[src/rtl/mem_writeback_arbiter_if.sv]
// Writeback return bus between N memory/IO return paths (master) and the arbiter (slave).
// Each lane is a valid/ready pair: an entry moves on a clock edge where both WbValid[i] and WbReady[i] are high.
interface mem_writeback_arbiter_if #(
    parameter int DATABITWIDTH    = 16,
    parameter int REGADDRBITWIDTH = 4,
    parameter int PORTCOUNT       = 4
);
    logic [PORTCOUNT-1:0]                      WbValid;
    logic [PORTCOUNT-1:0]                      WbReady;
    logic [PORTCOUNT-1:0][DATABITWIDTH-1:0]    WbData;
    logic [PORTCOUNT-1:0][REGADDRBITWIDTH-1:0] WbAddr;

    modport master (
        output WbValid,
        output WbData,
        output WbAddr,
        input  WbReady
    );

    modport slave (
        input  WbValid,
        input  WbData,
        input  WbAddr,
        output WbReady
    );
endinterface

[src/rtl/mem_writeback_arbiter.sv]
// Buffers per-port writeback returns in small FIFOs and arbitrates them (round-robin or
// fixed priority) into a single registered register-file write port.
module mem_writeback_arbiter #(
    parameter int DATABITWIDTH    = 16,
    parameter int REGADDRBITWIDTH = 4,
    parameter int PORTCOUNT       = 4,
    parameter int PORTADDRWIDTH   = 2,
    parameter int FIFODEPTH       = 4,
    parameter int FIFOPTRWIDTH    = 2,
    parameter int DISCARDZERO     = 1
) (
    input  logic                       clk,
    input  logic                       clk_en,
    input  logic                       sync_rst,
    input  logic                       PriorityMode,
    mem_writeback_arbiter_if.slave     wb,
    output logic                       RegWriteEn,
    output logic [DATABITWIDTH-1:0]    RegWriteData,
    output logic [REGADDRBITWIDTH-1:0] RegWriteAddr,
    output logic [PORTADDRWIDTH-1:0]   RegWritePort,
    output logic                       WbIdle
);

    logic [DATABITWIDTH-1:0]    r_fifo_data [PORTCOUNT][FIFODEPTH];
    logic [REGADDRBITWIDTH-1:0] r_fifo_addr [PORTCOUNT][FIFODEPTH];
    logic [FIFOPTRWIDTH-1:0]    r_rd_ptr    [PORTCOUNT];
    logic [FIFOPTRWIDTH-1:0]    r_wr_ptr    [PORTCOUNT];
    logic [FIFOPTRWIDTH:0]      r_count     [PORTCOUNT];
    logic [PORTADDRWIDTH-1:0]   r_rr_ptr;

    logic                       r_reg_write_en;
    logic [DATABITWIDTH-1:0]    r_reg_write_data;
    logic [REGADDRBITWIDTH-1:0] r_reg_write_addr;
    logic [PORTADDRWIDTH-1:0]   r_reg_write_port;

    logic [PORTCOUNT-1:0]       w_empty;
    logic [PORTCOUNT-1:0]       w_full;
    logic [PORTCOUNT-1:0]       w_ready;
    logic [PORTCOUNT-1:0]       w_push;
    logic [PORTCOUNT-1:0]       w_pop;
    logic                       w_grant_valid;
    logic [PORTADDRWIDTH-1:0]   w_grant;
    logic [PORTADDRWIDTH-1:0]   w_rr_next;
    logic [DATABITWIDTH-1:0]    w_head_data;
    logic [REGADDRBITWIDTH-1:0] w_head_addr;
    logic                       w_head_discard;
    int                         w_scan_idx;

    // Full/empty come from registered occupancy only, so a full FIFO never accepts
    // in the same cycle it pops and requests never see a same-cycle push.
    assign w_ready    = {PORTCOUNT{clk_en & sync_rst}} & ~w_full;
    assign w_push     = wb.WbValid & w_ready;
    assign wb.WbReady = w_ready;

    genvar gi;
    generate
        for (gi = 0; gi < PORTCOUNT; gi++) begin : g_port
            assign w_empty[gi] = (r_count[gi] == '0);
            assign w_full[gi]  = (r_count[gi] == (FIFOPTRWIDTH+1)'(FIFODEPTH));
            assign w_pop[gi]   = w_grant_valid && (w_grant == PORTADDRWIDTH'(gi));

            always_ff @(posedge clk) begin
                if (!sync_rst) begin
                    r_rd_ptr[gi] <= '0;
                    r_wr_ptr[gi] <= '0;
                    r_count[gi]  <= '0;
                end else if (clk_en) begin
                    if (w_push[gi]) begin
                        r_wr_ptr[gi] <= r_wr_ptr[gi] + FIFOPTRWIDTH'(1);
                    end
                    if (w_pop[gi]) begin
                        r_rd_ptr[gi] <= r_rd_ptr[gi] + FIFOPTRWIDTH'(1);
                    end
                    case ({w_push[gi], w_pop[gi]})
                        2'b10:   r_count[gi] <= r_count[gi] + (FIFOPTRWIDTH+1)'(1);
                        2'b01:   r_count[gi] <= r_count[gi] - (FIFOPTRWIDTH+1)'(1);
                        default: r_count[gi] <= r_count[gi];
                    endcase
                end
            end

            // Storage needs no reset: push is impossible while reset is asserted.
            always_ff @(posedge clk) begin
                if (w_push[gi]) begin
                    r_fifo_data[gi][r_wr_ptr[gi]] <= wb.WbData[gi];
                    r_fifo_addr[gi][r_wr_ptr[gi]] <= wb.WbAddr[gi];
                end
            end
        end
    endgenerate

    // Scan order starts at the RR pointer in round-robin mode, at port 0 in fixed mode.
    always_comb begin
        w_grant_valid = 1'b0;
        w_grant       = '0;
        w_scan_idx    = 0;
        for (int k = 0; k < PORTCOUNT; k++) begin
            if (PriorityMode) begin
                w_scan_idx = k;
            end else begin
                w_scan_idx = int'(r_rr_ptr) + k;
                if (w_scan_idx >= PORTCOUNT) begin
                    w_scan_idx = w_scan_idx - PORTCOUNT;
                end
            end
            if (!w_grant_valid && !w_empty[PORTADDRWIDTH'(w_scan_idx)]) begin
                w_grant_valid = 1'b1;
                w_grant       = PORTADDRWIDTH'(w_scan_idx);
            end
        end
    end

    assign w_rr_next      = (w_grant == PORTADDRWIDTH'(PORTCOUNT-1)) ? '0 : w_grant + PORTADDRWIDTH'(1);
    assign w_head_data    = r_fifo_data[w_grant][r_rd_ptr[w_grant]];
    assign w_head_addr    = r_fifo_addr[w_grant][r_rd_ptr[w_grant]];
    assign w_head_discard = (DISCARDZERO != 0) && (w_head_addr == '0);

    always_ff @(posedge clk) begin
        if (!sync_rst) begin
            r_rr_ptr         <= '0;
            r_reg_write_en   <= 1'b0;
            r_reg_write_data <= '0;
            r_reg_write_addr <= '0;
            r_reg_write_port <= '0;
        end else if (clk_en) begin
            if (w_grant_valid) begin
                r_reg_write_en   <= ~w_head_discard;
                r_reg_write_data <= w_head_data;
                r_reg_write_addr <= w_head_addr;
                r_reg_write_port <= w_grant;
                if (!PriorityMode) begin
                    r_rr_ptr <= w_rr_next;
                end
            end else begin
                r_reg_write_en <= 1'b0;
            end
        end
    end

    assign RegWriteEn   = r_reg_write_en;
    assign RegWriteData = r_reg_write_data;
    assign RegWriteAddr = r_reg_write_addr;
    assign RegWritePort = r_reg_write_port;
    assign WbIdle       = (&w_empty) & ~r_reg_write_en;

endmodule

[src/flat_wrapper.sv]
// flat-port wrapper written by rule: the top's interface ports become plain ports
module mem_writeback_arbiter_flat 
#(
    parameter int DATABITWIDTH    = 16,
    parameter int REGADDRBITWIDTH = 4,
    parameter int PORTCOUNT       = 4,
    parameter int PORTADDRWIDTH   = 2,
    parameter int FIFODEPTH       = 4,
    parameter int FIFOPTRWIDTH    = 2,
    parameter int DISCARDZERO     = 1
)
  (clk, clk_en, sync_rst, PriorityMode, RegWriteEn, RegWriteData, RegWriteAddr, RegWritePort, WbIdle, wb_WbValid, wb_WbData, wb_WbAddr, wb_WbReady);
  mem_writeback_arbiter_if #(.DATABITWIDTH(DATABITWIDTH), .REGADDRBITWIDTH(REGADDRBITWIDTH), .PORTCOUNT(PORTCOUNT)) wb_i ();
  input  logic clk;
  input  logic clk_en;
  input  logic sync_rst;
  input  logic PriorityMode;
  output logic RegWriteEn;
  output logic [DATABITWIDTH-1:0] RegWriteData;
  output logic [REGADDRBITWIDTH-1:0] RegWriteAddr;
  output logic [PORTADDRWIDTH-1:0] RegWritePort;
  output logic WbIdle;
  input wire logic [$bits(wb_i.WbValid)-1:0] wb_WbValid;
  input wire logic [$bits(wb_i.WbData)-1:0] wb_WbData;
  input wire logic [$bits(wb_i.WbAddr)-1:0] wb_WbAddr;
  output wire logic [$bits(wb_i.WbReady)-1:0] wb_WbReady;
  assign wb_i.WbValid = wb_WbValid;
  assign wb_i.WbData = wb_WbData;
  assign wb_i.WbAddr = wb_WbAddr;
  assign wb_WbReady = wb_i.WbReady;
  mem_writeback_arbiter #(.DATABITWIDTH(DATABITWIDTH), .REGADDRBITWIDTH(REGADDRBITWIDTH), .PORTCOUNT(PORTCOUNT), .PORTADDRWIDTH(PORTADDRWIDTH), .FIFODEPTH(FIFODEPTH), .FIFOPTRWIDTH(FIFOPTRWIDTH), .DISCARDZERO(DISCARDZERO)) u_core (.clk(clk), .clk_en(clk_en), .sync_rst(sync_rst), .PriorityMode(PriorityMode), .wb(wb_i), .RegWriteEn(RegWriteEn), .RegWriteData(RegWriteData), .RegWriteAddr(RegWriteAddr), .RegWritePort(RegWritePort), .WbIdle(WbIdle));
endmodule
[config.mk]
export PLATFORM = sky130hd
export DESIGN_NAME = mem_writeback_arbiter_flat
export DESIGN_NICKNAME = d
export VERILOG_FILES = /design/src/rtl/mem_writeback_arbiter_if.sv /design/src/rtl/mem_writeback_arbiter.sv /design/src/flat_wrapper.sv
export SDC_FILE = /design/constraint.sdc
export NUM_CORES = 1
export LEC_CHECK = 0
export ABC_CLOCK_PERIOD_IN_PS = 8200
export BUFFER_PORTS_ARGS = -buffer_cell sky130_fd_sc_hd__buf_2
export CAP_MARGIN = 20
export CORE_UTILIZATION = 55
export CTS_BUF_LIST = sky130_fd_sc_hd__clkbuf_2
export CTS_CLUSTER_SIZE = 25
export DETAILED_ROUTE_END_ITERATION = 12
export GPL_TIMING_DRIVEN = 0
export MAX_ROUTING_LAYER = met4
export PLACE_DENSITY = 0.82
export SETUP_SLACK_MARGIN = 0.2
export SLEW_MARGIN = 20
export SYNTH_ARGS = -nofsm -noshare
export SYNTH_HDL_FRONTEND = slang
export SYNTH_SLANG_ARGS = --single-unit
export TNS_END_PERCENT = 10
[constraint.sdc]
create_clock -name clk -period 8.2 [get_ports clk]
set_input_delay 0.41 -clock clk [delete_from_list [all_inputs] [get_ports clk]]
set_output_delay 0.41 -clock clk [all_outputs]
set_load 0.01 [all_outputs]
[Word level (Yosys, flattened, before mapping)]
Memories as Yosys holds them, arrays and structs flattened.
Index checks and enable logic that the tools add are counted.
Word-level totals
  register bits after elaboration: 25
  memory bits (writable): 348
  input port bits: 88
  output and inout port bits: 28
  memories kept: 5
Memory list
  u_core.r_fifo_data: words 4, width 64, rd ports 1, clocked after Yosys merged registers in 0, write ports 4, RTL line mem_writeback_arbiter.sv:24  | logic [DATABITWIDTH-1:0] r_fifo_data [PORTCOUNT][FIFODEPTH];
  u_core.r_fifo_addr: words 4, width 16, rd ports 1, clocked after Yosys merged registers in 0, write ports 4, RTL line mem_writeback_arbiter.sv:25  | logic [REGADDRBITWIDTH-1:0] r_fifo_addr [PORTCOUNT][FIFODEPTH];
  u_core.r_count: words 4, width 3, rd ports 4, clocked after Yosys merged registers in 0, write ports 4, RTL line mem_writeback_arbiter.sv:28  | logic [FIFOPTRWIDTH:0] r_count [PORTCOUNT];
  u_core.r_rd_ptr: words 4, width 2, rd ports 5, clocked after Yosys merged registers in 0, write ports 4, RTL line mem_writeback_arbiter.sv:26  | logic [FIFOPTRWIDTH-1:0] r_rd_ptr [PORTCOUNT];
  u_core.r_wr_ptr: words 4, width 2, rd ports 4, clocked after Yosys merged registers in 0, write ports 4, RTL line mem_writeback_arbiter.sv:27  | logic [FIFOPTRWIDTH-1:0] r_wr_ptr [PORTCOUNT];
Operators by class
  add/sub/neg operators: 24
  $lt $le $gt $ge: 17
  equal/unequal tests: 15
  mux-type cells: 161
  bitwise gates (word level): 33
  reductions and logical operators: 29
Operators by type and width (number)
  $mux 64: 4
  $mux 16: 10
  $demux 16 s2: 4
  $mux 1: 94
  $mux 2: 21
  $mux 3: 12
  $bmux 16 s2: 1
  $demux 4 s2: 4
  $ge 3x3->1 const B: 8
  $mux 4: 6
  $or 1x1->1: 20
  $add 2x1->2 const B: 9
  $lt 2x4->1 const B: 4
  $not 2->3: 5
  $add 3x1->3 const B: 4
  $eq 2x2->1 const B: 6
  $eq 3x3->1 const B: 4
  $logic_not 3->1: 4
  $lt 3x1->1 const B: 4
  $sub 3x1->3 const B: 4
  $logic_and 1x1->1: 11
  $eq 2x1->1 const B: 5
  $and 4x4->4: 2
  $bmux 1 s2: 4
  15 further kinds: 29

[Logic depth before layout (Yosys ltp)]
Gate-level depths: netlist of the first run.
  word-level depth: 26
  mapped depth: 18
  mapped depth without buffers: 16

[Worst setup path before layout of the first run]
Ideal clock, no wire load.
  path type: flip-flop to flip-flop
  start: memory u_core.r_count[1][0] in the netlist's numbering
  end: memory u_core.r_count[2][2] in the netlist's numbering (data pin)
  library setup time: 266 ps
  data arrival time: 3642 ps
  required time: 7934 ps
  setup slack: 4292 ps
  cell stages (with the launch flop): 19
  path buffers: 3
  clock period less this slack: 3908 ps
  cells stage by stage: edfxtp_1 inv_1 ha_1 and2b_2 nor3_1 or4_4 o21ai_2 buf_4 a22oi_4 buf_2 clkbuf_1 ha_1 and2_1 ha_1 nand2_1 fa_1 xnor2_1 xnor2_1 nor2_1
RTL lines (RTL line)
  start, declared: mem_writeback_arbiter.sv:28

==> flow_results.xml, run 1 <==
<?xml version="1.0" encoding="UTF-8"?>
<metrics>
  <group name="pwr">
    <metric name="switchingPower" unit="mW">2.26</metric>
    <metric name="share_clk_of_total_power" unit="%">21.7</metric>
    <metric name="power.leakage" unit="nW">7.32</metric>
    <metric name="p_sw_share" unit="%">40.7</metric>
    <metric name="power.internal" unit="mW">3.29</metric>
    <metric name="ir_drop" unit="mV">0.221</metric>
    <metric name="pwr_density_cell" unit="nW/um^2">292</metric>
    <metric name="comb_pwr_share" unit="%">37.8</metric>
    <metric name="seq_power_share" unit="%">40.4</metric>
  </group>
  <group name="drt">
    <metric name="drtIter0Drc" unit="">1848</metric>
    <metric name="drt.antenna.violating_nets" unit="">0</metric>
    <metric name="routed-via-count" unit="">12300</metric>
    <metric name="firstDrtPassIters" unit="">6</metric>
    <metric name="vias_per_instance" unit="">5.98</metric>
    <metric name="detail_route.wirelength" unit="microns">45200</metric>
    <metric name="number_of_design_rule_violations_left_after_detail_routing" unit="">0</metric>
    <metric name="detail_routed_net_length_per_standard_cell" unit="microns">21.9</metric>
  </group>
  <group name="timing">
    <metric name="max_freq" unit="MHz">195</metric>
    <metric name="tightestPinTransition" unit="ps">1170</metric>
    <metric name="report.final.setup_viol" unit="">0</metric>
    <metric name="unrepaired_setup_endpoints_after_global_routing" unit="">false</metric>
    <metric name="fin_worst_skew" unit="ps">141</metric>
    <metric name="layout_min_cycle_time" unit="ps">5130</metric>
    <metric name="report.final.hold_viol_count" unit="">0</metric>
    <metric name="timing.final.ws_setup" unit="ps">3070</metric>
    <metric name="final-max-slew-violation-count" unit="">0</metric>
    <metric name="timing.slew.headroom" unit="%">21.7</metric>
    <metric name="whs" unit="ps">157</metric>
    <metric name="setup_tns" unit="ps">0</metric>
    <metric name="layout_worst_path_cycle_share" unit="%">62.5</metric>
  </group>
  <group name="global_route">
    <metric name="grt_pass1_vias" unit="">12000</metric>
    <metric name="grt_first_pass_wirelength" unit="microns">67900</metric>
    <metric name="groute.usage.overall" unit="%">31.0</metric>
    <metric name="grt_max_degree" unit="">21</metric>
    <metric name="number_of_antenna_violations_at_the_first_check_in_global_routing" unit="">4</metric>
    <metric name="overflow" unit="">0</metric>
  </group>
  <group name="yosys">
    <metric name="yosysUniqueCellTypes" unit="">66</metric>
    <metric name="summed_instance_area_of_the_synthesized_netlist" unit="sq um">16300</metric>
    <metric name="post_synth_edffs" unit="">348</metric>
    <metric name="synth_seq_cells" unit="">373</metric>
    <metric name="synth_area_per_cell" unit="sq um">12.4</metric>
    <metric name="synth.yosys.seq_area_share" unit="%">67.3</metric>
    <metric name="synth_flop_cell" unit="">sky130_fd_sc_hd__edfxtp_1</metric>
    <metric name="synthesis.nets" unit="">1435</metric>
    <metric name="ys.warnings.count" unit="">0</metric>
    <metric name="async_flop_share" unit="%">0</metric>
    <metric name="netlist_instances" unit="">1310</metric>
  </group>
  <group name="hold_path">
    <metric name="timing.hold.worst_path_depth" unit="">5</metric>
    <metric name="worst_hold_path.endpoint" unit="">u_core.r_rr_ptr[1]$_SDFFE_PN0P_</metric>
    <metric name="worst_hold_startpoint" unit="">PriorityMode</metric>
    <metric name="hold_class" unit="">in2reg</metric>
  </group>
  <group name="die">
    <metric name="die_h" unit="microns">174</metric>
    <metric name="floorplan.initialDensity" unit="%">56.3</metric>
    <metric name="design.portCount" unit="">116</metric>
    <metric name="core_area" unit="sq um">28900</metric>
    <metric name="num_rows" unit="">62</metric>
    <metric name="die_footprint" unit="sq um">30300</metric>
    <metric name="floorplan.die.width" unit="microns">174</metric>
  </group>
  <group name="critical_path">
    <metric name="worstRegToRegCells" unit="">18</metric>
    <metric name="worst-endpoint-arrival" unit="ps">5690</metric>
    <metric name="timing.reg2reg.setup_slack" unit="ps">3070</metric>
    <metric name="timing_worst_setup_path_type" unit="">reg2reg</metric>
    <metric name="crit_buf_inv" unit="">4</metric>
    <metric name="cp_slowest_cell" unit="">sky130_fd_sc_hd__clkbuf_1</metric>
    <metric name="worstReg2RegEnd" unit="">u_core.r_count[2][2]$_SDFFCE_PP0P_</metric>
    <metric name="worstPathRequired" unit="ps">8760</metric>
    <metric name="cpMostUsedCell" unit="">sky130_fd_sc_hd__ha_1</metric>
    <metric name="r2r-start" unit="">u_core.r_count[1][0]$_DFFE_PP_</metric>
    <metric name="critical_path.max_fanout" unit="">11</metric>
    <metric name="top_family_by_delay_on_critical_path" unit="">buffers and inverters</metric>
    <metric name="cpPeakStageDelay" unit="ps">760</metric>
    <metric name="critical_path_cell_by_cell" unit="">inv_1, ha_1, nor4bb_1, a221oi_1, nor2_1, o21ai_2, buf_4, a22oi_4, buf_2, clkbuf_1, ha_1, and2_1, ha_1, nand2_1, fa_1, xnor2_1, xnor2_1, nor2_1</metric>
    <metric name="worstSetupStartpointType" unit="">flop</metric>
    <metric name="endpoint_kind" unit="">flop</metric>
  </group>
  <group name="clock_network">
    <metric name="cts-htree-levels" unit="">3</metric>
    <metric name="total_clock_buffers_created_by_cts" unit="">88</metric>
    <metric name="postCtsSetupRepairBufs" unit="">0</metric>
    <metric name="cts.repair.resized" unit="">0</metric>
    <metric name="max-clock-path-buffers" unit="">3</metric>
    <metric name="clock-sinks" unit="">373</metric>
    <metric name="clk_latency" unit="ps">960</metric>
    <metric name="cts.root.buffer_cell" unit="">sky130_fd_sc_hd__clkbuf_2</metric>
    <metric name="tritoncts" unit="">built</metric>
    <metric name="clk_pin_slew" unit="ps">120</metric>
  </group>
  <group name="final_layout">
    <metric name="layout.cell_area.non_filler" unit="sq um">19000</metric>
    <metric name="final_cell_count_no_fill" unit="">2059</metric>
    <metric name="nNetsFinal" unit="">1725</metric>
    <metric name="area_delta_synth_final" unit="%">16.9</metric>
    <metric name="layout_common_cells" unit="">sky130_fd_sc_hd__edfxtp_1 (348), sky130_fd_sc_hd__nand2_1 (290), sky130_fd_sc_hd__buf_2 (134)</metric>
    <metric name="most_common_cell_after_layout_fill_and_taps_aside" unit="">sky130_fd_sc_hd__edfxtp_1</metric>
    <metric name="drive_gt1_share" unit="%">19.3</metric>
  </group>
  <group name="placement">
    <metric name="dpl_cell_area" unit="sq um">17300</metric>
    <metric name="hpwlAfterDp" unit="microns">30500</metric>
    <metric name="gpl.final_weighted_congestion" unit="">0.899</metric>
    <metric name="io_buffers" unit="">114</metric>
    <metric name="detailedPlace.worstSlack" unit="ps">3250</metric>
    <metric name="dp.cells" unit="">1808</metric>
  </group>
  <group name="run">
    <metric name="cap_viol_max_count" unit="">0</metric>
  </group>
  <group name="outcome">
    <metric name="status" unit="">finished, final reports clean</metric>
  </group>
</metrics>
[per-stage QoR]
step                      power, mW  utilization, %
after floorplan                3.52               -
after global placement         4.19            59.9
after detailed placement       4.25            59.9
after CTS                      5.46            65.7
after global routing           5.77            65.8
final                          5.55            65.8
[synth_stat cells, drive strengths merged, types with 2 or more instances]
cell type    n  share of area, %
nor2b       10              0.38
and3        28               1.1
a211oi      21               1.0
nor3        11              0.37
or2          2             0.077
and2b        2              0.10
a221oi       3              0.20
mux2i       43               2.6
o2bb2ai      8              0.43
or3         34               1.3
a32o        16              0.98
edfxtp     348                64
and2         3              0.12
a31oi       17              0.65
buf         30              0.98
nor2        55               1.3
nand3       97               3.0
o211a        6              0.37
inv         28              0.65
nand2b       6              0.23
xnor2        6              0.32
a21oi       74               2.3
nand2      290               6.7
dfxtp       25               3.1
a22oi        6              0.36
nor4         3              0.25
o21ai       19              0.68
nor4b        2              0.15
mux2        14              0.97
or3b         2              0.11
ha          36               2.8
xor2         4              0.22
clkbuf      45               1.0
[registers in the layout (all words and copies together), names as in the netlist]
name                 count
u_core.r_rr_ptr          2
u_core.r_fifo_data     256
u_core.RegWriteAddr      4
u_core.r_rd_ptr          8
u_core.r_count          12
u_core.RegWritePort      2
u_core.r_fifo_addr      64
u_core.RegWriteData     16
u_core.r_wr_ptr          8
u_core.RegWriteEn        1
[kinds of logic after synthesis]
group,Yosys count,share of synthesized area [%]
AOI/OAI and AO/OA,179,7.52
xor gates and xnor gates,10,0.538
adders and majority gates,37,2.89
buffers and inverters,103,2.67
DFF,373,67.3
muxes,57,3.61
and+or+nand+nor,551,15.5
[how the worst max path moves through the flow]
stage	start	end	slack (ps)	depth (start not counted)
3_5_place_dp	u_core.r_count[3][0]$_DFFE_PP_	u_core.r_count[2][2]$_SDFFCE_PP0P_	3250	18
4_1_cts	u_core.r_count[1][0]$_DFFE_PP_	u_core.r_count[2][2]$_SDFFCE_PP0P_	3160	18
3_3_place_gp	u_core.r_count[3][0]$_DFFE_PP_	u_core.r_count[2][2]$_SDFFCE_PP0P_	3340	18
5_1_grt	u_core.r_count[1][0]$_DFFE_PP_	u_core.r_count[2][2]$_SDFFCE_PP0P_	2680	18
6_report	u_core.r_count[1][0]$_DFFE_PP_	u_core.r_count[2][2]$_SDFFCE_PP0P_	3070	18
2_1_floorplan	u_core.r_count[1][0]$_DFFE_PP_	u_core.r_count[2][2]$_SDFFCE_PP0P_	4290	18
[power groups by stage]
stage	combinational, mW	clock [mW]	sequential, mW
after floorplan	1.24	0	2.29
after global placement	1.91	0	2.28
after detailed placement	1.97	0	2.29
after CTS	2.01	1.20	2.24
after global routing	2.22	1.29	2.25
final	2.10	1.21	2.25
[per-layer routing]
layer / track usage (%) / up-vias / share of wire, %
li1: - / 5439 / -
met1: 40.3 / 5753 / 37
met2: 45.6 / 976 / 45
met3: 9.54 / 141 / 14
met4: 12.1 / 0 / 3.6
met5: - / - / 0
[tightest hold or removal path, stage by stage]
cell and delay, ps:
sky130_fd_sc_hd__buf_2 120, sky130_fd_sc_hd__buf_4 170, sky130_fd_sc_hd__nor2b_1 90, sky130_fd_sc_hd__nand2_1 70, sky130_fd_sc_hd__o211a_1 130
[repair_timing]
action | CTS | global route
hold buffers | 86 | 0
hold endpoints to repair | 333 | 0
setup endpoints to repair | 0 | 0
[cell type report]
cell class / instances / area [sq um]
Tap cell: 384 / 480
Clock inverter: 32 / 178
Sequential cell: 373 / 11000
Multi-Input combinational cell: 834 / 4910
Inverter: 28 / 105
Antenna cell: 5 / 12.5
Timing Repair Buffer: 200 / 1430
Fill cell: 2110 / 9900
Clock buffer: 128 / 641
Buffer: 75 / 329
Note: power is estimated with default switching activity, not from simulation.
==> run 2: changes to the inputs <==
ABC_AREA = 1   (was unset)
ABC_CLOCK_PERIOD_IN_PS = 4700   (was 8200)
PLACE_DENSITY = 0.85   (was 0.82)
clock period = 4.7 ns   (was 8.2 ns; I/O delays follow)
==> run 2 against run 1 <==
Compared with the run above: register-to-register slack worse by 2500 ps; clock skew is 57 ps lower; fmax up 24%; global-route usage increased by 3.7 points; critical path type unchanged.
==> flow_results.xml, run 2 <==
<?xml version="1.0" encoding="UTF-8"?>
<metrics>
  <group name="yosys">
    <metric name="synthesis.nets" unit="">1545</metric>
    <metric name="synth_seq_cells" unit="">373</metric>
    <metric name="post_synth_edffs" unit="">348</metric>
    <metric name="synth_flop_cell" unit="">sky130_fd_sc_hd__edfxtp_1</metric>
    <metric name="summed_instance_area_of_the_synthesized_netlist" unit="sq um">16300</metric>
    <metric name="synth_area_per_cell" unit="sq um">11.5</metric>
    <metric name="yosysUniqueCellTypes" unit="">38</metric>
    <metric name="synth_top_cells_by_area" unit="">sky130_fd_sc_hd__edfxtp_1 (64%), sky130_fd_sc_hd__nor2_1 (5.8%), sky130_fd_sc_hd__o21ai_0 (4.0%)</metric>
    <metric name="ys.warnings.count" unit="">0</metric>
    <metric name="synth.yosys.seq_area_share" unit="%">67.3</metric>
    <metric name="dominant_cell_type_by_area_after_synthesis" unit="">sky130_fd_sc_hd__edfxtp_1</metric>
    <metric name="async_flop_share" unit="%">0</metric>
    <metric name="synth_common_cells" unit="">sky130_fd_sc_hd__edfxtp_1 (348), sky130_fd_sc_hd__nor2_1 (250), sky130_fd_sc_hd__nand2_1 (167), sky130_fd_sc_hd__o21ai_0 (129), sky130_fd_sc_hd__inv_1 (120)</metric>
    <metric name="netlist_instances" unit="">1420</metric>
    <metric name="synth_top_cell_area_share" unit="%">64.3</metric>
    <metric name="synthMostInstantiatedCell" unit="">sky130_fd_sc_hd__edfxtp_1</metric>
  </group>
  <group name="die">
    <metric name="floorplan.die.width" unit="microns">174</metric>
    <metric name="die_footprint" unit="sq um">30300</metric>
    <metric name="floorplan.initialDensity" unit="%">56.3</metric>
    <metric name="core_area" unit="sq um">28900</metric>
    <metric name="design.portCount" unit="">116</metric>
    <metric name="die_h" unit="microns">174</metric>
    <metric name="num_rows" unit="">62</metric>
  </group>
  <group name="critical_path">
    <metric name="cp_slowest_cell" unit="">sky130_fd_sc_hd__fa_1</metric>
    <metric name="crit_path_start" unit="">u_core.r_count[3][0]$_DFFE_PP_</metric>
    <metric name="setup.worst_path.end" unit="">u_core.r_count[2][2]$_SDFFCE_PP0P_</metric>
    <metric name="critical_path.max_fanout" unit="">11</metric>
    <metric name="path_depth" unit="">23</metric>
    <metric name="cpPeakStageDelay" unit="ps">410</metric>
    <metric name="worstSetupStartpointType" unit="">flop</metric>
    <metric name="timing.reg2reg.setup_slack" unit="ps">570</metric>
    <metric name="critical_path_cell_by_cell" unit="">inv_1, ha_1, nand2_1, inv_1, nand2_1, nand2_1, nand2_1, nand2_2, nand3_2, nand3_2, nand2_4, buf_6, buf_6, buf_2, ha_1, inv_1, nor2_1, ha_1, nand2_1, fa_1, xor2_1, o21ai_0, a21oi_1</metric>
    <metric name="worst-endpoint-arrival" unit="ps">4820</metric>
    <metric name="worstPathRequired" unit="ps">5380</metric>
    <metric name="cpMostUsedCell" unit="">sky130_fd_sc_hd__nand2_1</metric>
    <metric name="crit_buf_inv" unit="">6</metric>
    <metric name="top_family_by_delay_on_critical_path" unit="">simple AND/OR/NAND/NOR gates</metric>
    <metric name="endpoint_kind" unit="">flop</metric>
    <metric name="r2r-start" unit="">u_core.r_count[3][0]$_DFFE_PP_</metric>
    <metric name="timing_worst_setup_path_type" unit="">reg2reg</metric>
    <metric name="worstRegToRegCells" unit="">23</metric>
    <metric name="worstReg2RegEnd" unit="">u_core.r_count[2][2]$_SDFFCE_PP0P_</metric>
  </group>
  <group name="drt">
    <metric name="vias_per_instance" unit="">6.11</metric>
    <metric name="firstDrtPassIters" unit="">7</metric>
    <metric name="number_of_design_rule_violations_left_after_detail_routing" unit="">0</metric>
    <metric name="detail_routed_net_length_per_standard_cell" unit="microns">23.3</metric>
    <metric name="routed-via-count" unit="">13400</metric>
    <metric name="drt.antenna.violating_nets" unit="">0</metric>
    <metric name="drtIter0Drc" unit="">2363</metric>
    <metric name="detail_route.wirelength" unit="microns">51200</metric>
  </group>
  <group name="clock_network">
    <metric name="cts.root.buffer_cell" unit="">sky130_fd_sc_hd__clkbuf_2</metric>
    <metric name="clk_pin_slew" unit="ps">120</metric>
    <metric name="tritoncts" unit="">built</metric>
    <metric name="total_clock_buffers_created_by_cts" unit="">90</metric>
    <metric name="clock-sinks" unit="">373</metric>
    <metric name="clk_latency" unit="ps">1000</metric>
    <metric name="max-clock-path-buffers" unit="">3</metric>
    <metric name="cts-htree-levels" unit="">3</metric>
  </group>
  <group name="placement">
    <metric name="gpl.final_weighted_congestion" unit="">0.930</metric>
    <metric name="hpwlAfterDp" unit="microns">31900</metric>
    <metric name="io_buffers" unit="">114</metric>
  </group>
  <group name="pwr">
    <metric name="ir_drop" unit="mV">0.360</metric>
    <metric name="pwr_density_cell" unit="nW/um^2">509</metric>
    <metric name="power.leakage" unit="nW">7.75</metric>
  </group>
  <group name="final_layout">
    <metric name="layout_common_cells" unit="">sky130_fd_sc_hd__edfxtp_1 (348), sky130_fd_sc_hd__nor2_1 (234), sky130_fd_sc_hd__nand2_1 (167)</metric>
    <metric name="nNetsFinal" unit="">1859</metric>
    <metric name="most_common_cell_after_layout_fill_and_taps_aside" unit="">sky130_fd_sc_hd__edfxtp_1</metric>
    <metric name="finish.utilization" unit="%">67.9</metric>
    <metric name="area_delta_synth_final" unit="%">20.5</metric>
    <metric name="largest_reg_flops" unit="">256</metric>
    <metric name="drive_gt1_share" unit="%">20.7</metric>
  </group>
  <group name="global_route">
    <metric name="groute.usage.overall" unit="%">34.7</metric>
    <metric name="grt_max_degree" unit="">21</metric>
    <metric name="grt_pass1_vias" unit="">13300</metric>
    <metric name="overflow" unit="">0</metric>
    <metric name="grt_first_pass_wirelength" unit="microns">75000</metric>
    <metric name="number_of_antenna_violations_at_the_first_check_in_global_routing" unit="">2</metric>
  </group>
  <group name="run">
    <metric name="cap_viol_max_count" unit="">0</metric>
  </group>
  <group name="timing">
    <metric name="whs" unit="ps">32.6</metric>
    <metric name="report.final.setup_viol" unit="">0</metric>
    <metric name="fin_worst_skew" unit="ps">83.6</metric>
    <metric name="tightestPinTransition" unit="ps">956</metric>
    <metric name="setup_tns" unit="ps">0</metric>
    <metric name="layout_min_cycle_time" unit="ps">4130</metric>
    <metric name="layout_worst_path_cycle_share" unit="%">87.9</metric>
    <metric name="final-max-slew-violation-count" unit="">0</metric>
    <metric name="timing.slew.headroom" unit="%">36.3</metric>
    <metric name="unrepaired_setup_endpoints_after_global_routing" unit="">false</metric>
    <metric name="max_freq" unit="MHz">242</metric>
    <metric name="report.final.hold_viol_count" unit="">0</metric>
  </group>
  <group name="hold_path">
    <metric name="hold_class" unit="">in2reg</metric>
    <metric name="worst_hold_startpoint" unit="">wb_WbData[21]</metric>
  </group>
  <group name="outcome">
    <metric name="status" unit="">finished, final reports clean</metric>
  </group>
</metrics>
run 2: cell types whose count changed in the layout (fill, tap and decap cells not counted), sizes merged, moves of 34 or more:
| cell | delta |
|---|---|
| or3 | -34 |
| nand2 | -115 |
| inv | +99 |
| nor2 | +198 |
| mux2i | -43 |
| o21ai | +162 |
| a21oi | -50 |
run 2: repair_timing:
action | CTS | global route
hold buffers | 89 | 5
endpoints found under the setup margin | 0 | 4
hold endpoints to repair | 351 | 8
setup buffers | 0 | 0
gates resized for setup | 0 | 1
run 2: worst min-delay path by stage:
stage,end,slack [ps],cells past startpoint
floorplan,u_core.r_fifo_addr[0][0]$_DFFE_PP_,330,0
global placement,u_core.r_fifo_addr[0][12]$_DFFE_PP_,450,1
detailed placement,u_core.r_fifo_addr[2][3]$_DFFE_PP_,460,1
CTS,u_core.r_fifo_data[3][54]$_DFFE_PP_,5,2
global route,u_core.r_fifo_data[3][52]$_DFFE_PP_,7,2
finish,u_core.r_fifo_data[1][53]$_DFFE_PP_,30,2
run 2: cell type report:
type	count	area, sq um
Sequential cell	373	11000
Fill cell	1972	9260
Multi-Input combinational cell	847	4560
Timing Repair Buffer	222	1860
Clock buffer	137	686
Tap cell	384	480
Inverter	126	473
Buffer	74	402
Clock inverter	32	183
Antenna cell	2	5.00
run 2: kinds of logic after synthesis:
logic type	synth area share, %
XOR/XNOR	0.269
AND/OR/NAND/NOR	14.0
buffers and inverters	5.38
adder cells (fa/ha/maj)	2.89
flip-flops	67.3
AO/OA/AOI/OAI	10.1
run 2: metal layers:
metal | GRT usage (%) | vias up | part of all wire (%)
li1 | - | 5660 | -
met1 | 41.3 | 6125 | 33
met2 | 52.2 | 1328 | 45
met3 | 11.5 | 309 | 16
met4 | 19.0 | 0 | 6.0
met5 | - | - | 0
run 2: through the flow:
stage	setup slack, ps	std cells	instance area, sq um	power (mW)
after floorplan	1360	1420	16300	6.17
after global placement	708	1918	17300	7.26
after detailed placement	561	1932	17800	7.42
after CTS	572	2190	19500	9.64
after global routing	247	2197	19600	10.3
final	568	2197	19600	9.97
run 2: report_power, final:
part	total (mW)	switching [mW]	leakage, nW	internal, mW
logic	3.82	2.68	3.70	1.14
clock network	2.27	1.41	0.657	0.857
registers	3.88	0.0976	3.39	3.78
